===== src/rtl/cmd_parser_pkg.sv =====
// cmd_parser_pkg
// Shared definitions for the UART command parser: FSM state encoding,
// command opcodes, response frame markers, NAK reason codes and the
// maximum payload length. Small helpers map an opcode to its required
// payload length.
package cmd_parser_pkg;

    typedef enum logic [2:0] {
        ST_FLUSH       = 3'd0,
        ST_WAIT_SYNC   = 3'd1,
        ST_GET_CMD     = 3'd2,
        ST_GET_LEN     = 3'd3,
        ST_GET_PAYLOAD = 3'd4,
        ST_GET_CHK     = 3'd5,
        ST_EXECUTE     = 3'd6,
        ST_RESPOND     = 3'd7
    } parser_state_t;

    localparam logic [7:0] OP_PING = 8'h00;
    localparam logic [7:0] OP_WAVE = 8'h01;
    localparam logic [7:0] OP_FREQ = 8'h02;
    localparam logic [7:0] OP_AMPL = 8'h03;

    localparam logic [7:0] RSP_ACK = 8'h06;
    localparam logic [7:0] RSP_NAK = 8'h15;

    localparam logic [7:0] NAK_CHECKSUM = 8'h01;
    localparam logic [7:0] NAK_LENGTH   = 8'h02;
    localparam logic [7:0] NAK_OPCODE   = 8'h03;
    localparam logic [7:0] NAK_TIMEOUT  = 8'h04;

    localparam logic [7:0] MAX_LEN = 8'd8;

    function automatic logic op_known(input logic [7:0] op);
        return (op <= OP_AMPL);
    endfunction

    // Required payload length per opcode; only meaningful for known opcodes.
    function automatic logic [7:0] op_len(input logic [7:0] op);
        case (op)
            OP_PING: return 8'd0;
            OP_WAVE: return 8'd1;
            OP_FREQ: return 8'd4;
            OP_AMPL: return 8'd2;
            default: return 8'hFF;
        endcase
    endfunction

endpackage


===== src/rtl/cmd_resp_tx.sv =====
// cmd_resp_tx
// Drives the UART TX side for one two-byte response frame.
// On start it loads the response vector, sets tx_size to 2 and releases
// tx_reset. It then waits for tx_done to be seen low and afterwards high,
// puts the UART TX back into reset and pulses resp_done for one cycle.
// The loaded response stays on tx_bytevect until the next start or reset.
//
// Ports:
//   clk, reset_n          clock, async active-low reset
//   start                 one-cycle request to send {resp_b1, resp_b0}
//   resp_b0, resp_b1      first / second response byte
//   tx_done               UART TX complete flag
//   tx_bytevect, tx_size  response vector and length to the UART
//   tx_reset              UART TX reset (high = idle, low = transmit)
//   resp_done             one-cycle pulse when the handshake completes
module cmd_resp_tx
    import cmd_parser_pkg::*;
#(
    parameter int TX_PACKET_SIZE = 64
) (
    input  logic                          clk,
    input  logic                          reset_n,
    input  logic                          start,
    input  logic [7:0]                    resp_b0,
    input  logic [7:0]                    resp_b1,
    input  logic                          tx_done,
    output logic [8*TX_PACKET_SIZE-1:0]   tx_bytevect,
    output logic [15:0]                   tx_size,
    output logic                          tx_reset,
    output logic                          resp_done
);

    logic busy;
    logic seen_low;

    always_ff @(posedge clk or negedge reset_n) begin
        if (!reset_n) begin
            tx_bytevect <= '0;
            tx_size     <= 16'd0;
            tx_reset    <= 1'b1;
            resp_done   <= 1'b0;
            busy        <= 1'b0;
            seen_low    <= 1'b0;
        end else begin
            resp_done <= 1'b0;
            if (start) begin
                tx_bytevect       <= '0;
                tx_bytevect[7:0]  <= resp_b0;
                tx_bytevect[15:8] <= resp_b1;
                tx_size           <= 16'd2;
                tx_reset          <= 1'b0;
                busy              <= 1'b1;
                seen_low          <= 1'b0;
            end else if (busy) begin
                // A stale high tx_done from the previous frame must not end
                // this one, so a low phase has to be observed first.
                if (!tx_done) begin
                    seen_low <= 1'b1;
                end else if (seen_low) begin
                    tx_reset  <= 1'b1;
                    busy      <= 1'b0;
                    resp_done <= 1'b1;
                end
            end
        end
    end

endmodule


===== src/rtl/uart_cmd_parser.sv =====
// uart_cmd_parser
// Frames and decodes host commands from the UART RX byte vector, updates
// the waveform / frequency / amplitude registers and returns an ACK or
// NAK frame through cmd_resp_tx. Frame: SYNC CMD LEN payload[LEN] [CHK].
//
// Build option: CMD_PARSER_CHECKSUM_EN - when defined, every frame ends in
// a CHK byte (XOR of CMD, LEN and payload) which is verified; otherwise
// frames carry no CHK byte.
//
// Ports:
//   clk, reset_n                 clock, async active-low reset
//   rx_bytevect, rx_size_ready   UART RX bytes and valid byte count
//   rx_buffer_full               UART RX full flag
//   rx_reset                     UART RX buffer clear (active high)
//   tx_bytevect, tx_size         response frame to the UART TX
//   tx_reset, tx_done            UART TX start/idle control and completion
//   wave_sel, freq_word,
//   amplitude                    configuration registers
//   cfg_update                   one-cycle pulse on any register write
//
// state          | meaning
// ---------------+---------------------------------------------------
// ST_FLUSH       | rx_reset 1 cycle, then 2 quiet cycles, rd_ind = 0
// ST_WAIT_SYNC   | discard bytes until SYNC; flush on overflow/full
// ST_GET_CMD     | fetch command byte
// ST_GET_LEN     | fetch length, reject LEN > 8
// ST_GET_PAYLOAD | collect LEN payload bytes
// ST_GET_CHK     | fetch checksum byte (checksum builds only)
// ST_EXECUTE     | validate, write register, choose ACK/NAK
// ST_RESPOND     | response handshake in progress
module uart_cmd_parser
    import cmd_parser_pkg::*;
#(
    parameter int         RX_PACKET_SIZE = 64,
    parameter int         TX_PACKET_SIZE = 64,
    parameter int         TIMEOUT_CYCLES = 5000000,
    parameter logic [7:0] SYNC_BYTE      = 8'hA5
) (
    input  logic                          clk,
    input  logic                          reset_n,
    input  logic [8*RX_PACKET_SIZE-1:0]   rx_bytevect,
    input  logic [15:0]                   rx_size_ready,
    input  logic                          rx_buffer_full,
    output logic                          rx_reset,
    output logic [8*TX_PACKET_SIZE-1:0]   tx_bytevect,
    output logic [15:0]                   tx_size,
    output logic                          tx_reset,
    input  logic                          tx_done,
    output logic [1:0]                    wave_sel,
    output logic [31:0]                   freq_word,
    output logic [15:0]                   amplitude,
    output logic                          cfg_update
);

    localparam int          RX_IW    = $clog2(RX_PACKET_SIZE);
    localparam logic [31:0] TMO_LOAD = 32'(TIMEOUT_CYCLES - 1);
`ifdef CMD_PARSER_CHECKSUM_EN
    localparam parser_state_t ST_AFTER_DATA = ST_GET_CHK;
`else
    localparam parser_state_t ST_AFTER_DATA = ST_EXECUTE;
`endif

    parser_state_t state, state_nx;

    logic [1:0]  flush_cnt;
    logic [15:0] rd_ind;
    logic [7:0]  cmd_q;
    logic [7:0]  len_q;
    logic [3:0]  pay_cnt;
    logic [63:0] pay_buf;
    logic [31:0] tmo_cnt;
    logic [7:0]  resp_b0, resp_b1;
    logic        resp_start;
    logic        resp_done;
`ifdef CMD_PARSER_CHECKSUM_EN
    logic [7:0]  chk_acc;
    logic [7:0]  chk_rx;
`endif

    logic        rx_avail;
    logic [7:0]  rx_byte;
    logic        tmo_hit;
    logic        fetch;
    logic        resp_load;
    logic [7:0]  resp_b0_nx, resp_b1_nx;
    logic        wr_wave, wr_freq, wr_amp;

    // Upper payload bytes are collected but no command uses them.
    logic        pay_unused;
    assign pay_unused = ^pay_buf[63:32];

    assign rx_avail = (rd_ind < 16'(RX_PACKET_SIZE)) && (rx_size_ready > rd_ind);
    assign rx_byte  = rx_bytevect[{rd_ind[RX_IW-1:0], 3'b000} +: 8];
    assign tmo_hit  = (tmo_cnt == 32'd0) && !rx_avail;
    assign rx_reset = (state == ST_FLUSH) && (flush_cnt == 2'd0);

    always_ff @(posedge clk or negedge reset_n) begin
        if (!reset_n) state <= ST_FLUSH;
        else          state <= state_nx;
    end

    always_comb begin
        state_nx   = state;
        fetch      = 1'b0;
        resp_load  = 1'b0;
        resp_b0_nx = RSP_NAK;
        resp_b1_nx = NAK_TIMEOUT;
        wr_wave    = 1'b0;
        wr_freq    = 1'b0;
        wr_amp     = 1'b0;
        case (state)
            ST_FLUSH: begin
                if (flush_cnt == 2'd2) state_nx = ST_WAIT_SYNC;
            end
            ST_WAIT_SYNC: begin
                if ((rd_ind >= 16'(RX_PACKET_SIZE)) || rx_buffer_full) begin
                    state_nx = ST_FLUSH;
                end else if (rx_avail) begin
                    fetch = 1'b1;
                    if (rx_byte == SYNC_BYTE) state_nx = ST_GET_CMD;
                end
            end
            ST_GET_CMD: begin
                if (rx_avail) begin
                    fetch    = 1'b1;
                    state_nx = ST_GET_LEN;
                end else if (tmo_hit) begin
                    resp_load = 1'b1;
                    state_nx  = ST_RESPOND;
                end
            end
            ST_GET_LEN: begin
                if (rx_avail) begin
                    fetch = 1'b1;
                    if (rx_byte > MAX_LEN) begin
                        resp_load  = 1'b1;
                        resp_b1_nx = NAK_LENGTH;
                        state_nx   = ST_RESPOND;
                    end else if (rx_byte == 8'd0) begin
                        state_nx = ST_AFTER_DATA;
                    end else begin
                        state_nx = ST_GET_PAYLOAD;
                    end
                end else if (tmo_hit) begin
                    resp_load = 1'b1;
                    state_nx  = ST_RESPOND;
                end
            end
            ST_GET_PAYLOAD: begin
                if (rx_avail) begin
                    fetch = 1'b1;
                    if ({4'd0, pay_cnt} == len_q - 8'd1) state_nx = ST_AFTER_DATA;
                end else if (tmo_hit) begin
                    resp_load = 1'b1;
                    state_nx  = ST_RESPOND;
                end
            end
            ST_GET_CHK: begin
                if (rx_avail) begin
                    fetch    = 1'b1;
                    state_nx = ST_EXECUTE;
                end else if (tmo_hit) begin
                    resp_load = 1'b1;
                    state_nx  = ST_RESPOND;
                end
            end
            ST_EXECUTE: begin
                resp_load = 1'b1;
                state_nx  = ST_RESPOND;
`ifdef CMD_PARSER_CHECKSUM_EN
                if (chk_rx != chk_acc) begin
                    resp_b1_nx = NAK_CHECKSUM;
                end else
`endif
                if (!op_known(cmd_q)) begin
                    resp_b1_nx = NAK_OPCODE;
                end else if (len_q != op_len(cmd_q)) begin
                    resp_b1_nx = NAK_LENGTH;
                end else begin
                    resp_b0_nx = RSP_ACK;
                    resp_b1_nx = cmd_q;
                    wr_wave    = (cmd_q == OP_WAVE);
                    wr_freq    = (cmd_q == OP_FREQ);
                    wr_amp     = (cmd_q == OP_AMPL);
                end
            end
            ST_RESPOND: begin
                if (resp_done) state_nx = ST_FLUSH;
            end
            default: state_nx = ST_FLUSH;
        endcase
    end

    always_ff @(posedge clk or negedge reset_n) begin
        if (!reset_n) begin
            flush_cnt  <= 2'd0;
            rd_ind     <= 16'd0;
            cmd_q      <= 8'd0;
            len_q      <= 8'd0;
            pay_cnt    <= 4'd0;
            pay_buf    <= 64'd0;
            tmo_cnt    <= TMO_LOAD;
            resp_b0    <= 8'd0;
            resp_b1    <= 8'd0;
            resp_start <= 1'b0;
            wave_sel   <= 2'd0;
            freq_word  <= 32'd0;
            amplitude  <= 16'd0;
            cfg_update <= 1'b0;
`ifdef CMD_PARSER_CHECKSUM_EN
            chk_acc    <= 8'd0;
            chk_rx     <= 8'd0;
`endif
        end else begin
            resp_start <= resp_load;
            cfg_update <= wr_wave | wr_freq | wr_amp;
            flush_cnt  <= (state == ST_FLUSH) ? flush_cnt + 2'd1 : 2'd0;

            if (state == ST_FLUSH)  rd_ind <= 16'd0;
            else if (fetch)         rd_ind <= rd_ind + 16'd1;

            // Idle-timeout down-counter, restarted by any byte or state change.
            if (fetch || (state_nx != state)) tmo_cnt <= TMO_LOAD;
            else if (tmo_cnt != 32'd0)        tmo_cnt <= tmo_cnt - 32'd1;

            if (fetch) begin
                case (state)
                    ST_GET_CMD: begin
                        cmd_q   <= rx_byte;
`ifdef CMD_PARSER_CHECKSUM_EN
                        chk_acc <= rx_byte;
`endif
                    end
                    ST_GET_LEN: begin
                        len_q   <= rx_byte;
                        pay_cnt <= 4'd0;
`ifdef CMD_PARSER_CHECKSUM_EN
                        chk_acc <= chk_acc ^ rx_byte;
`endif
                    end
                    ST_GET_PAYLOAD: begin
                        pay_buf[{pay_cnt[2:0], 3'b000} +: 8] <= rx_byte;
                        pay_cnt <= pay_cnt + 4'd1;
`ifdef CMD_PARSER_CHECKSUM_EN
                        chk_acc <= chk_acc ^ rx_byte;
`endif
                    end
`ifdef CMD_PARSER_CHECKSUM_EN
                    ST_GET_CHK: chk_rx <= rx_byte;
`endif
                    default: ;
                endcase
            end

            if (resp_load) begin
                resp_b0 <= resp_b0_nx;
                resp_b1 <= resp_b1_nx;
            end

            if (wr_wave) wave_sel  <= pay_buf[1:0];
            if (wr_freq) freq_word <= pay_buf[31:0];
            if (wr_amp)  amplitude <= pay_buf[15:0];
        end
    end

    cmd_resp_tx #(
        .TX_PACKET_SIZE (TX_PACKET_SIZE)
    ) u_resp_tx (
        .clk         (clk),
        .reset_n     (reset_n),
        .start       (resp_start),
        .resp_b0     (resp_b0),
        .resp_b1     (resp_b1),
        .tx_done     (tx_done),
        .tx_bytevect (tx_bytevect),
        .tx_size     (tx_size),
        .tx_reset    (tx_reset),
        .resp_done   (resp_done)
    );

endmodule


===== config.mk =====
export PLATFORM = sky130hd
export DESIGN_NAME = uart_cmd_parser
export DESIGN_NICKNAME = d
export VERILOG_FILES = /design/src/rtl/cmd_parser_pkg.sv /design/src/rtl/cmd_resp_tx.sv /design/src/rtl/uart_cmd_parser.sv
export SDC_FILE = /design/constraint.sdc
export NUM_CORES = 1
export LEC_CHECK = 0
export CAP_MARGIN = 25
export CORE_AREA = 2 2 431 433
export CTS_CLUSTER_DIAMETER = 30
export DETAILED_ROUTE_END_ITERATION = 8
export DIE_AREA = 0 0 433 435
export PLACE_DENSITY_LB_ADDON = 0.15
export SETUP_SLACK_MARGIN = 0.1
export SLEW_MARGIN = 20
export SYNTH_ARGS = -nofsm -noshare
export SYNTH_HDL_FRONTEND = slang
export SYNTH_HIERARCHICAL = 1
export SYNTH_SLANG_ARGS = --single-unit

===== constraint.sdc =====
create_clock -name clk -period 8 [get_ports clk]
set_input_delay 0.8 -clock clk [delete_from_list [all_inputs] [get_ports clk]]
set_output_delay 0.8 -clock clk [all_outputs]
set_load 0.05 [all_outputs]

==> flow_summary.json, run 1 <==
{
  "synthDistinctLibCells": 74,
  "netlist_area_um2": 16680,
  "grt_max_degree": 97,
  "crit_arrival_ps": 5570,
  "grt_pass1_wl_mm": 108.6,
  "setup_viol": 0,
  "clock_sinks": 189,
  "final_util_pct": 13.22,
  "power.switching_mw": 1.145,
  "worstMarginPinSlew_ps": 918.2,
  "maxCapViolations": 0,
  "p_per_area_nw_per_um2": 115.6,
  "multiInputGateArea_um2": 9494,
  "antenna_found_initial": 14,
  "dieArea_um2": 188400,
  "fp.dieH_um": 435,
  "clockPowerShare_pct": 32.6,
  "ys.flop_type": "dfrtp_1",
  "fin_crit_sh_pct": 64.66,
  "synth_warnings": 6,
  "yosysSeqAreaShare_pct": 28.46,
  "clock_latency_ps": 510,
  "leakage_nw": 9.603,
  "critPathMaxStageDelay_ps": 860,
  "cts.clk_slew.worst_paths_ps": 100,
  "r2r-start": "rd_ind[0]",
  "port_buffers": 601,
  "drt-total-wl_mm": 79.99,
  "synth_edf_count": 0,
  "p_int_mw": 1.668,
  "rsz0062_at_grt": "false",
  "gp_congestion": 0.7500,
  "maxSlewViolCount": 0,
  "seqCellArea_um2": 4756,
  "fin_worst_skew_ps": 26.22,
  "reg2regPathDepth": 10,
  "p_comb_share_pct": 33.3,
  "hold_viol_final": 0,
  "fin_nets": 2718,
  "ctsResizeCount": 0,
  "die_w_um": 433,
  "pwr-share-seq_pct": 34.1,
  "r2r-end": "tmo_cnt[22]",
  "rows": 158,
  "max-slew-margin-rel_pct": 38.45,
  "switching_share_pct": 40.70,
  "firstDrtPassIters": 5,
  "critPathKind": "flip-flop to flip-flop",
  "tritoncts": "yes",
  "syn2layout_area_growth_pct": 45.89,
  "ctsRootBufferMaster": "clkbuf_16",
  "slowest_stage": "dfrtp_4",
  "cp_data_required_time_ps": 8390,
  "avgSynthCellArea_um2": 10.50,
  "path_max_fanout": 58,
  "cts_setup_buffers": 0,
  "regToRegSetupSlack_ps": 2830,
  "startpoint": "rd_ind[0]",
  "clock_path_buffers": 2,
  "wl_per_cell_um": 17.18,
  "crit_chain": "buf_12, mux4_2, a22oi_1, a21oi_1, or4_4, or2_1, nor3_2, a31oi_1, o311ai_4, nand3_1",
  "nFillCells": 20890,
  "antenna_left": 0,
  "netlist_instances": 1589,
  "min_period_ps": 5173,
  "post-dp-hpwl_mm": 67.00,
  "viasPerCell": 2.712,
  "cp-end-kind": "flip-flop",
  "peakVddDrop_mv": 0.1702,
  "dpl_worst_slack_ps": 2439,
  "hold_path.class": "input pin to async pin",
  "num_vias": 12625,
  "status": "finished clean",
  "synth_seq_cells": 189,
  "hold_buffers": 0,
  "fin_setup_tns_ps": 0,
  "start_util_pct": 9.061,
  "h-tree-depth": 4,
  "fmax_mhz": 193.3,
  "layout-drive-gt1-share_pct": 15.00,
  "synthArstFlopShare_pct": 100.0,
  "drc_errors": 0,
  "drt-initial-drc-count": 383,
  "gr-usage-all-layers_pct": 8.252,
  "setup_ws_ps": 2827,
  "tritoncts.num_buffers": 17,
  "grt_pass1_vias": 12990,
  "start_kind": "flip-flop",
  "overflow": 0,
  "coreArea_um2": 184000,
  "io_pins": 1113
}
[worst max-delay path: cells and delay by family (launching register included)]
| kind | cells | cell delay, ps |
|---|---|---|
| buf+inv | 1 | 430 |
| compound gates | 4 | 1740 |
| mux | 1 | 560 |
| flops | 1 | 860 |
| simple gates | 4 | 1350 |
[power by group through the flow]
stage | clock (mW) | combinational (mW) | sequential (mW)
CTS | 0.979 | 0.942 | 0.958
finish | 0.918 | 0.937 | 0.958
global route | 1.01 | 0.978 | 0.959
global placement | 0 | 0.941 | 0.977
floorplan | 0 | 0.789 | 0.983
detailed placement | 0 | 0.939 | 0.977
[area by class of cell]
type	count	share of cell area, %
Antenna cell	1	0.01029
Clock buffer	17	1.749
Clock inverter	15	0.7611
Inverter	37	0.5708
Multi-Input combinational cell	1292	39.02
Sequential cell	189	19.55
Tap cell	2480	12.75
Timing Repair Buffer	624	25.58
[cells in the mapped netlist (14+ instances only)]
cell type / count / area, um2
mux2_2: 92 / 1036
dfrtp_1: 175 / 4379
clkbuf_1: 39 / 146.4
a22oi_1: 50 / 375.4
mux4_2: 112 / 2522
buf_4: 515 / 3866
a21oi_1: 47 / 235.2
mux2_4: 15 / 225.2
xor2_1: 16 / 140.1
mux2i_1: 30 / 300.3
nor2_1: 78 / 292.8
inv_1: 32 / 120.1
o21ai_0: 21 / 105.1
nand2_1: 62 / 232.7
nor2b_1: 17 / 106.4
ha_1: 25 / 312.8
nor3_1: 21 / 105.1
xnor2_1: 25 / 219.0
nand3_1: 21 / 105.1
dfstp_2: 14 / 367.9
[cell usage in the layout (no fill, tap or decap), types with 14 or more instances in the layout]
cell             instances
mux2_2                  92
a22oi_1                 50
buf_4                   20
mux4_2                 112
xor2_1                  16
nand3_1                 21
a21oi_1                 46
xnor2_1                 25
dfrtp_1                172
conb_1                 515
inv_1                   32
mux2_4                  15
nor2b_1                 15
clkdlybuf4s50_1        600
clkbuf_16               17
nor3_1                  18
mux2i_1                 30
dfstp_2                 14
o21ai_0                 21
nand2_1                 62
ha_1                    25
nor2_1                  77
[per-stage QoR]
| stage | hold WS, ps | cell area, um2 | power [mW] | instances |
|---|---|---|---|---|
| finish | 342.5 | 24330 | 2.813 | 4655 |
| CTS | 371.9 | 24330 | 2.879 | 4654 |
| global placement | 421.3 | 23700 | 1.918 | 4621 |
| global route | 366.1 | 24330 | 2.950 | 4654 |
| detailed placement | 421.7 | 23720 | 1.916 | 4622 |
| floorplan | 402.1 | 18600 | 1.772 | 2102 |
[routing by layer]
metal	GRT usage, %	routed length (um)	up-vias
li1	-	-	5758
met1	9.706	32160	6381
met2	15.61	44040	433
met3	1.391	3086	47
met4	1.376	659	6
met5	0	40	-
[worst max-delay path by stage]
stage / endpoint / slack [ps] / depth (start not counted)
6_report: tmo_cnt[22] / 2830 / 10
5_1_grt: tmo_cnt[22] / 2410 / 10
4_1_cts: tmo_cnt[22] / 2430 / 10
3_5_place_dp: tmo_cnt[22] / 2440 / 10
3_3_place_gp: tmo_cnt[22] / 2430 / 10
2_1_floorplan: pay_buf[0] / 3820 / 15
[sequential cells by signal, indices dropped and copies added, names as in the netlist]
name / flops
amplitude: 16
cfg_update: 1
cmd_q: 8
flush_cnt: 2
freq_word: 32
len_q: 8
pay_buf: 32
pay_cnt: 4
rd_ind: 16
resp_b0: 3
resp_b1: 8
resp_start: 1
state: 3
tmo_cnt: 32
u_resp_tx/busy: 1
u_resp_tx/resp_done: 1
u_resp_tx/seen_low: 1
u_resp_tx/tx_bytevect: 16
u_resp_tx/tx_reset: 1
u_resp_tx/tx_size: 1
wave_sel: 2
[logic make-up (layout without fill, tap and decap cells)]
| group | Yosys count | in the layout | synth area share [%] |
|---|---|---|---|
| simple gates | 290 | 290 | 9.085 |
| compound gates | 168 | 168 | 6.752 |
| mux | 253 | 253 | 25.12 |
| fa+ha+maj | 25 | 25 | 1.876 |
| xor+xnor | 41 | 41 | 2.153 |
| flops | 189 | 189 | 28.46 |
| buf+inv | 621 | 693 | 26.51 |
| other cells | 2 | 516 | 0.04503 |
(Power assumes the default switching activity.)
==> run 2: changes to the inputs <==
--- a/config.mk
+++ b/config.mk
@@ -6,10 +6,10 @@
 export NUM_CORES = 1
 export LEC_CHECK = 0
 export CAP_MARGIN = 25
-export CORE_AREA = 2 2 431 433
+export CORE_AREA = 2 2 428 430
 export CTS_CLUSTER_DIAMETER = 30
 export DETAILED_ROUTE_END_ITERATION = 8
-export DIE_AREA = 0 0 433 435
+export DIE_AREA = 0 0 430 432
 export PLACE_DENSITY_LB_ADDON = 0.15
 export SETUP_SLACK_MARGIN = 0.1
 export SLEW_MARGIN = 20
==> constraint.sdc (replaced) <==
create_clock -name clk -period 4.5 [get_ports clk]
set_input_delay 0.45 -clock clk [delete_from_list [all_inputs] [get_ports clk]]
set_output_delay 0.45 -clock clk [all_outputs]
set_load 0.05 [all_outputs]
==> run 2 against run 1 <==
  * Core utilization rose by 0.44 points
  * Global-route usage rose by 0.23 points
  * Sequential share of layout area fell by 0.38 points
  * Final area rose by 2.0%
  * Final cell count fell by 0.79%
  * Critical endpoint unchanged
  * Total power rose by 81%
  * Largest power group unchanged
  * Clock skew fell by 4.4 ps
  * Via count rose by 1.1%
  * Maximum frequency rose by 26%
==> flow_summary.json, run 2 (synthesis results as in run 1) <==
{
  "place_area_um2": 24140,
  "antenna_left": 0,
  "cp_data_required_time_ps": 4940,
  "layoutNonFillerInstCount": 4618,
  "holdWs_ps": 426.2,
  "worstMarginPinSlew_ps": 865.8,
  "critPathKind": "flip-flop to flip-flop",
  "start_util_pct": 9.178,
  "overflow": 0,
  "worstHoldPathCells": 1,
  "final_common_cell": "clkdlybuf4s50_1",
  "r2r-start": "rd_ind[0]",
  "io_pins": 1113,
  "max-slew-margin-rel_pct": 42.28,
  "final_util_pct": 13.66,
  "syn2layout_area_growth_pct": 48.79,
  "start_kind": "flip-flop",
  "drt-initial-drc-count": 497,
  "clock_latency_ps": 510,
  "fin_setup_tns_ps": 0,
  "h-tree-depth": 4,
  "tritoncts": "yes",
  "fp.dieH_um": 432,
  "reg2regPathDepth": 12,
  "drc_errors": 0,
  "hold_path_startpoint": "flush_cnt[0]",
  "grt_pass1_wl_mm": 109.6,
  "peakVddDrop_mv": 0.2632,
  "power_mw": 5.080,
  "fin_area_um2": 24810,
  "gr-usage-all-layers_pct": 8.477,
  "fin_crit_sh_pct": 91.51,
  "r2r-end": "tmo_cnt[22]",
  "drt-total-wl_mm": 81.20,
  "leakage_nw": 9.942,
  "dpl_worst_slack_ps": -292.8,
  "rsz0062_at_grt": "false",
  "dieArea_um2": 185800,
  "status": "finished clean",
  "hold_path.class": "flip-flop to flip-flop",
  "antenna_found_initial": 9,
  "num_vias": 12769,
  "cp-end-kind": "flip-flop",
  "fin_worst_skew_ps": 21.81,
  "grt_max_degree": 90,
  "regToRegSetupSlack_ps": 380,
  "wl_per_cell_um": 17.58,
  "layout-drive-gt1-share_pct": 17.12,
  "clock_path_buffers": 2,
  "grt_pass1_vias": 13222,
  "maxSlewViolCount": 0,
  "coreArea_um2": 181700,
  "fmax_mhz": 242.9,
  "hold_path_end": "flush_cnt[0]",
  "p_per_area_nw_per_um2": 204.7,
  "rows": 157,
  "firstDrtPassIters": 5,
  "clock_sinks": 189,
  "gp_congestion": 0.7422,
  "layout_common_cells": "clkdlybuf4s50_1, conb_1, dfrtp_1",
  "viasPerCell": 2.765,
  "setup_ws_ps": 382.2,
  "hold_viol_final": 0,
  "setup_viol": 0,
  "tritoncts.num_buffers": 17,
  "top_regs": "freq_word (32), pay_buf (32), tmo_cnt (32)",
  "port_buffers": 601,
  "path_max_fanout": 13,
  "min_period_ps": 4118,
  "cts.clk_slew.worst_paths_ps": 90,
  "crit_arrival_ps": 4560,
  "post-dp-hpwl_mm": 69.38,
  "die_w_um": 430,
  "dpl.cell_count": 4582,
  "ctsRootBufferMaster": "clkbuf_16",
  "fin_nets": 2775,
  "maxCapViolations": 0
}
-- run 2: cell types whose count changed in the layout (fill, tap and decap cells not counted), moves of 3 or more --
cell | before | now
buf_12 | 2 | 14
buf_4 | 20 | 65
clkinv_8 | 6 | 3
inv_12 | 0 | 7
inv_8 | 5 | 2
-- run 2: area by class of cell --
class	instances	area (um2)
fillers	20547	156900
multi-input cells	1292	9495
repair buffers	681	6798
flip-flops and latches	189	4756
well taps	2385	2984
clock buffers	17	425.4
clock inverters	15	211.5
inverters	37	138.9
diodes	2	5.005
-- run 2: power by group --
| group | internal, mW | total (mW) | switching (mW) |
|---|---|---|---|
| logic | 0.515 | 1.68 | 1.16 |
| clock network | 0.783 | 1.70 | 0.916 |
| registers | 1.70 | 1.70 | 0.00190 |
| total | 3.00 | 5.08 | 2.08 |
-- run 2: metal layers --
layer | vias to the layer above | global-route usage (%) | share of wire [%]
li1 | 5884 | - | -
met1 | 6402 | 9.557 | 39
met2 | 446 | 16.47 | 56
met3 | 37 | 1.413 | 3.7
met4 | 0 | 1.761 | 1.2
met5 | - | 0 | 0
-- run 2: critical path, cell delays in order (launching register included) --
cell,delay (ps)
dfrtp_4,510
buf_12,190
buf_12,140
mux4_2,500
a22oi_1,520
a21oi_1,140
or4_4,600
or2_1,280
or4b_4,520
nor3_4,190
o311ai_4,140
buf_12,190
nand3_1,80
-- run 2: worst max-delay path by stage --
stage / from / to / slack (ps) / depth (start not counted)
final: rd_ind[0] / tmo_cnt[22] / 380 / 12
after global routing: rd_ind[0] / resp_b0[0] / 120 / 12
after CTS: rd_ind[0] / tmo_cnt[22] / 130 / 12
after detailed placement: rd_ind[0] / tmo_cnt[1] / -290 / 11
after global placement: rd_ind[0] / tmo_cnt[0] / -250 / 11
after floorplan: rd_ind[1] / pay_buf[0] / 320 / 15
-- run 2: repair_timing --
item / 4_1_cts / 5_1_grt
setup buffers: 1 / 0
gates resized for setup: 1 / 0
endpoints found under the setup margin: 21 / 0
hold endpoints to repair: 57 / 0
hold buffers: 1 / 0
==> run 3: changes to the inputs <==
--- a/config.mk
+++ b/config.mk
@@ -6,12 +6,14 @@
 export NUM_CORES = 1
 export LEC_CHECK = 0
 export CAP_MARGIN = 25
-export CORE_AREA = 2 2 428 430
+export CELL_PAD_IN_SITES_DETAIL_PLACEMENT = 1
+export CELL_PAD_IN_SITES_GLOBAL_PLACEMENT = 1
+export CORE_AREA = 2 2 439 441
 export CTS_CLUSTER_DIAMETER = 30
 export DETAILED_ROUTE_END_ITERATION = 8
-export DIE_AREA = 0 0 430 432
+export DIE_AREA = 0 0 441 443
 export PLACE_DENSITY_LB_ADDON = 0.15
-export SETUP_SLACK_MARGIN = 0.1
+export SETUP_SLACK_MARGIN = 0.05
 export SLEW_MARGIN = 20
 export SYNTH_ARGS = -nofsm -noshare
 export SYNTH_HDL_FRONTEND = slang
==> run 3 against run 2 <==
  * Setup slack worse by 29 ps
  * Clock skew is 1.6 ps lower
  * Combinational power hardly changed
  * Critical path type unchanged
  * Critical endpoint is now resp_b0[0]
==> flow_summary.json, run 3 (synthesis results as in run 1) <==
{
  "clockPowerShare_pct": 32.8,
  "grt_pass1_wl_mm": 119.2,
  "p_per_area_nw_per_um2": 201.5,
  "fp.dieH_um": 443,
  "fin_worst_skew_ps": 20.20,
  "pwr-share-seq_pct": 33.7,
  "min_period_ps": 4147,
  "port_buffers": 601,
  "grt_max_degree": 86,
  "clock_latency_ps": 510,
  "die_w_um": 441,
  "rsz0062_at_grt": "false",
  "crit_top_cell": "buf_4",
  "worstMarginPinSlew_ps": 966.5,
  "fin_crit_sh_pct": 92.16,
  "cp-end-kind": "flip-flop",
  "wl_per_cell_um": 18.64,
  "switching_share_pct": 41.16,
  "ctsRootBufferMaster": "clkbuf_16",
  "max-slew-margin-rel_pct": 35.57,
  "final_common_cell": "clkdlybuf4s50_1",
  "dieArea_um2": 195400,
  "crit_chain": "buf_4, mux4_2, a22oi_1, buf_4, a21oi_1, or4_4, or2_1, nor3_2, buf_4, a211o_1, and3_1, buf_12, a21oi_1",
  "power.switching_mw": 2.079,
  "fmax_mhz": 241.1,
  "power_mw": 5.053,
  "drc_errors": 0,
  "crit_arrival_ps": 4530,
  "syn2layout_area_growth_pct": 50.33,
  "dpl_worst_slack_ps": -187.1,
  "viasPerCell": 2.709,
  "p_int_mw": 2.973,
  "slowest_stage": "dfrtp_4",
  "path_max_fanout": 19,
  "drt-total-wl_mm": 89.00,
  "cts.clk_slew.worst_paths_ps": 90,
  "tritoncts.num_buffers": 17,
  "layoutNonFillerInstCount": 4774,
  "layout_common_cells": "clkdlybuf4s50_1, conb_1, dfrtp_1",
  "gp_congestion": 0.7156,
  "fin_nets": 2789,
  "antenna_found_initial": 14,
  "io_pins": 1113,
  "dpl.cell_count": 4732,
  "maxCapViolations": 0,
  "maxSlewViolCount": 0,
  "gr-usage-all-layers_pct": 8.858,
  "top_regs": "freq_word (32), pay_buf (32), tmo_cnt (32)",
  "leakage_nw": 10.01,
  "hold_path.class": "flip-flop to flip-flop",
  "peakVddDrop_mv": 0.2764,
  "drt-initial-drc-count": 405,
  "h-tree-depth": 4,
  "post-dp-hpwl_mm": 76.15,
  "clock_path_buffers": 2,
  "start_util_pct": 8.724,
  "grt_pass1_vias": 14009,
  "firstDrtPassIters": 4,
  "status": "finished clean",
  "antenna_left": 0,
  "rows": 161,
  "setup_ws_ps": 352.9,
  "hold_viol_final": 0,
  "overflow": 0,
  "clock_sinks": 189,
  "setup_viol": 0,
  "tritoncts": "yes",
  "start_kind": "flip-flop",
  "critPathMaxStageDelay_ps": 710,
  "critPathKind": "flip-flop to flip-flop",
  "cp_data_required_time_ps": 4880,
  "coreArea_um2": 191200,
  "layout-drive-gt1-share_pct": 17.59,
  "num_vias": 12932,
  "p_comb_share_pct": 33.5
}
-- run 3: cell type report --
class                      count  area [um2]
timing repair buffer         695        6908
clock inverter                15       187.7
tap                         2526        3161
sequential                   189        4756
multi-input combinational   1292        9488
clock buffer                  17       425.4
antenna                        3       7.507
fill                       22337      166100
inverter                      37       138.9
-- run 3: layer usage --
metal / share of wire (%) / routed length, um / GRT usage, % / vias to the layer above
met5: 0.011 / 10 / 0 / -
met4: 0.91 / 808 / 1.544 / 2
met3: 3.5 / 3153 / 1.478 / 38
met2: 58 / 51180 / 17.46 / 435
met1: 38 / 33850 / 9.805 / 6546
li1: - / - / - / 5911
-- run 3: power groups by stage --
stage | Sequential, mW | Combinational (mW) | Clock (mW)
6_report | 1.70 | 1.69 | 1.66
4_1_cts | 1.70 | 1.70 | 1.78
3_5_place_dp | 1.74 | 1.69 | 0
3_3_place_gp | 1.74 | 1.70 | 0
5_1_grt | 1.70 | 1.77 | 1.83
2_1_floorplan | 1.75 | 1.40 | 0
-- run 3: path summary, 6_finish.rpt --
kind                              start              endpoint  slack (ps)  cells after the start
setup reg to reg              rd_ind[1]            resp_b0[0]         350                     13
hold reg to reg            flush_cnt[0]          flush_cnt[0]         440                      1
max in group asynchronous       reset_n             rd_ind[1]        2850                      3
hold / removal             flush_cnt[0]          flush_cnt[0]         440                      1
min in group asynchronous       reset_n  u_resp_tx/tx_size[1]         530                      2
setup / recovery              rd_ind[1]            resp_b0[0]         350                     13
-- run 3: per-stage QoR --
stage	hold slack, ps	utilization (%)	TNS, ps	instance area [um2]
after CTS	436.1	13.11	0	25050
after floorplan	154.4	-	0	18600
final	436.3	13.11	0	25070
after global placement	418.9	12.74	-2709	24360
after global routing	448.0	13.11	0	25070
after detailed placement	425.1	12.74	-2991	24360
-- run 3: critical path: cells and delay by family, from the launching register on --
family                 cells  cell delay (ps)
AO/OA/AOI/OAI              4              810
buffers and inverters      4              730
flip-flops                 1              710
multiplexers               1              360
AND/OR/NAND/NOR            4             1330
-- run 3: repair_timing --
item,CTS,global route
setup buffers,5,0
hold endpoints to repair,41,0
endpoints found under the setup margin,26,0
gates resized for setup,1,0
hold buffers,1,0
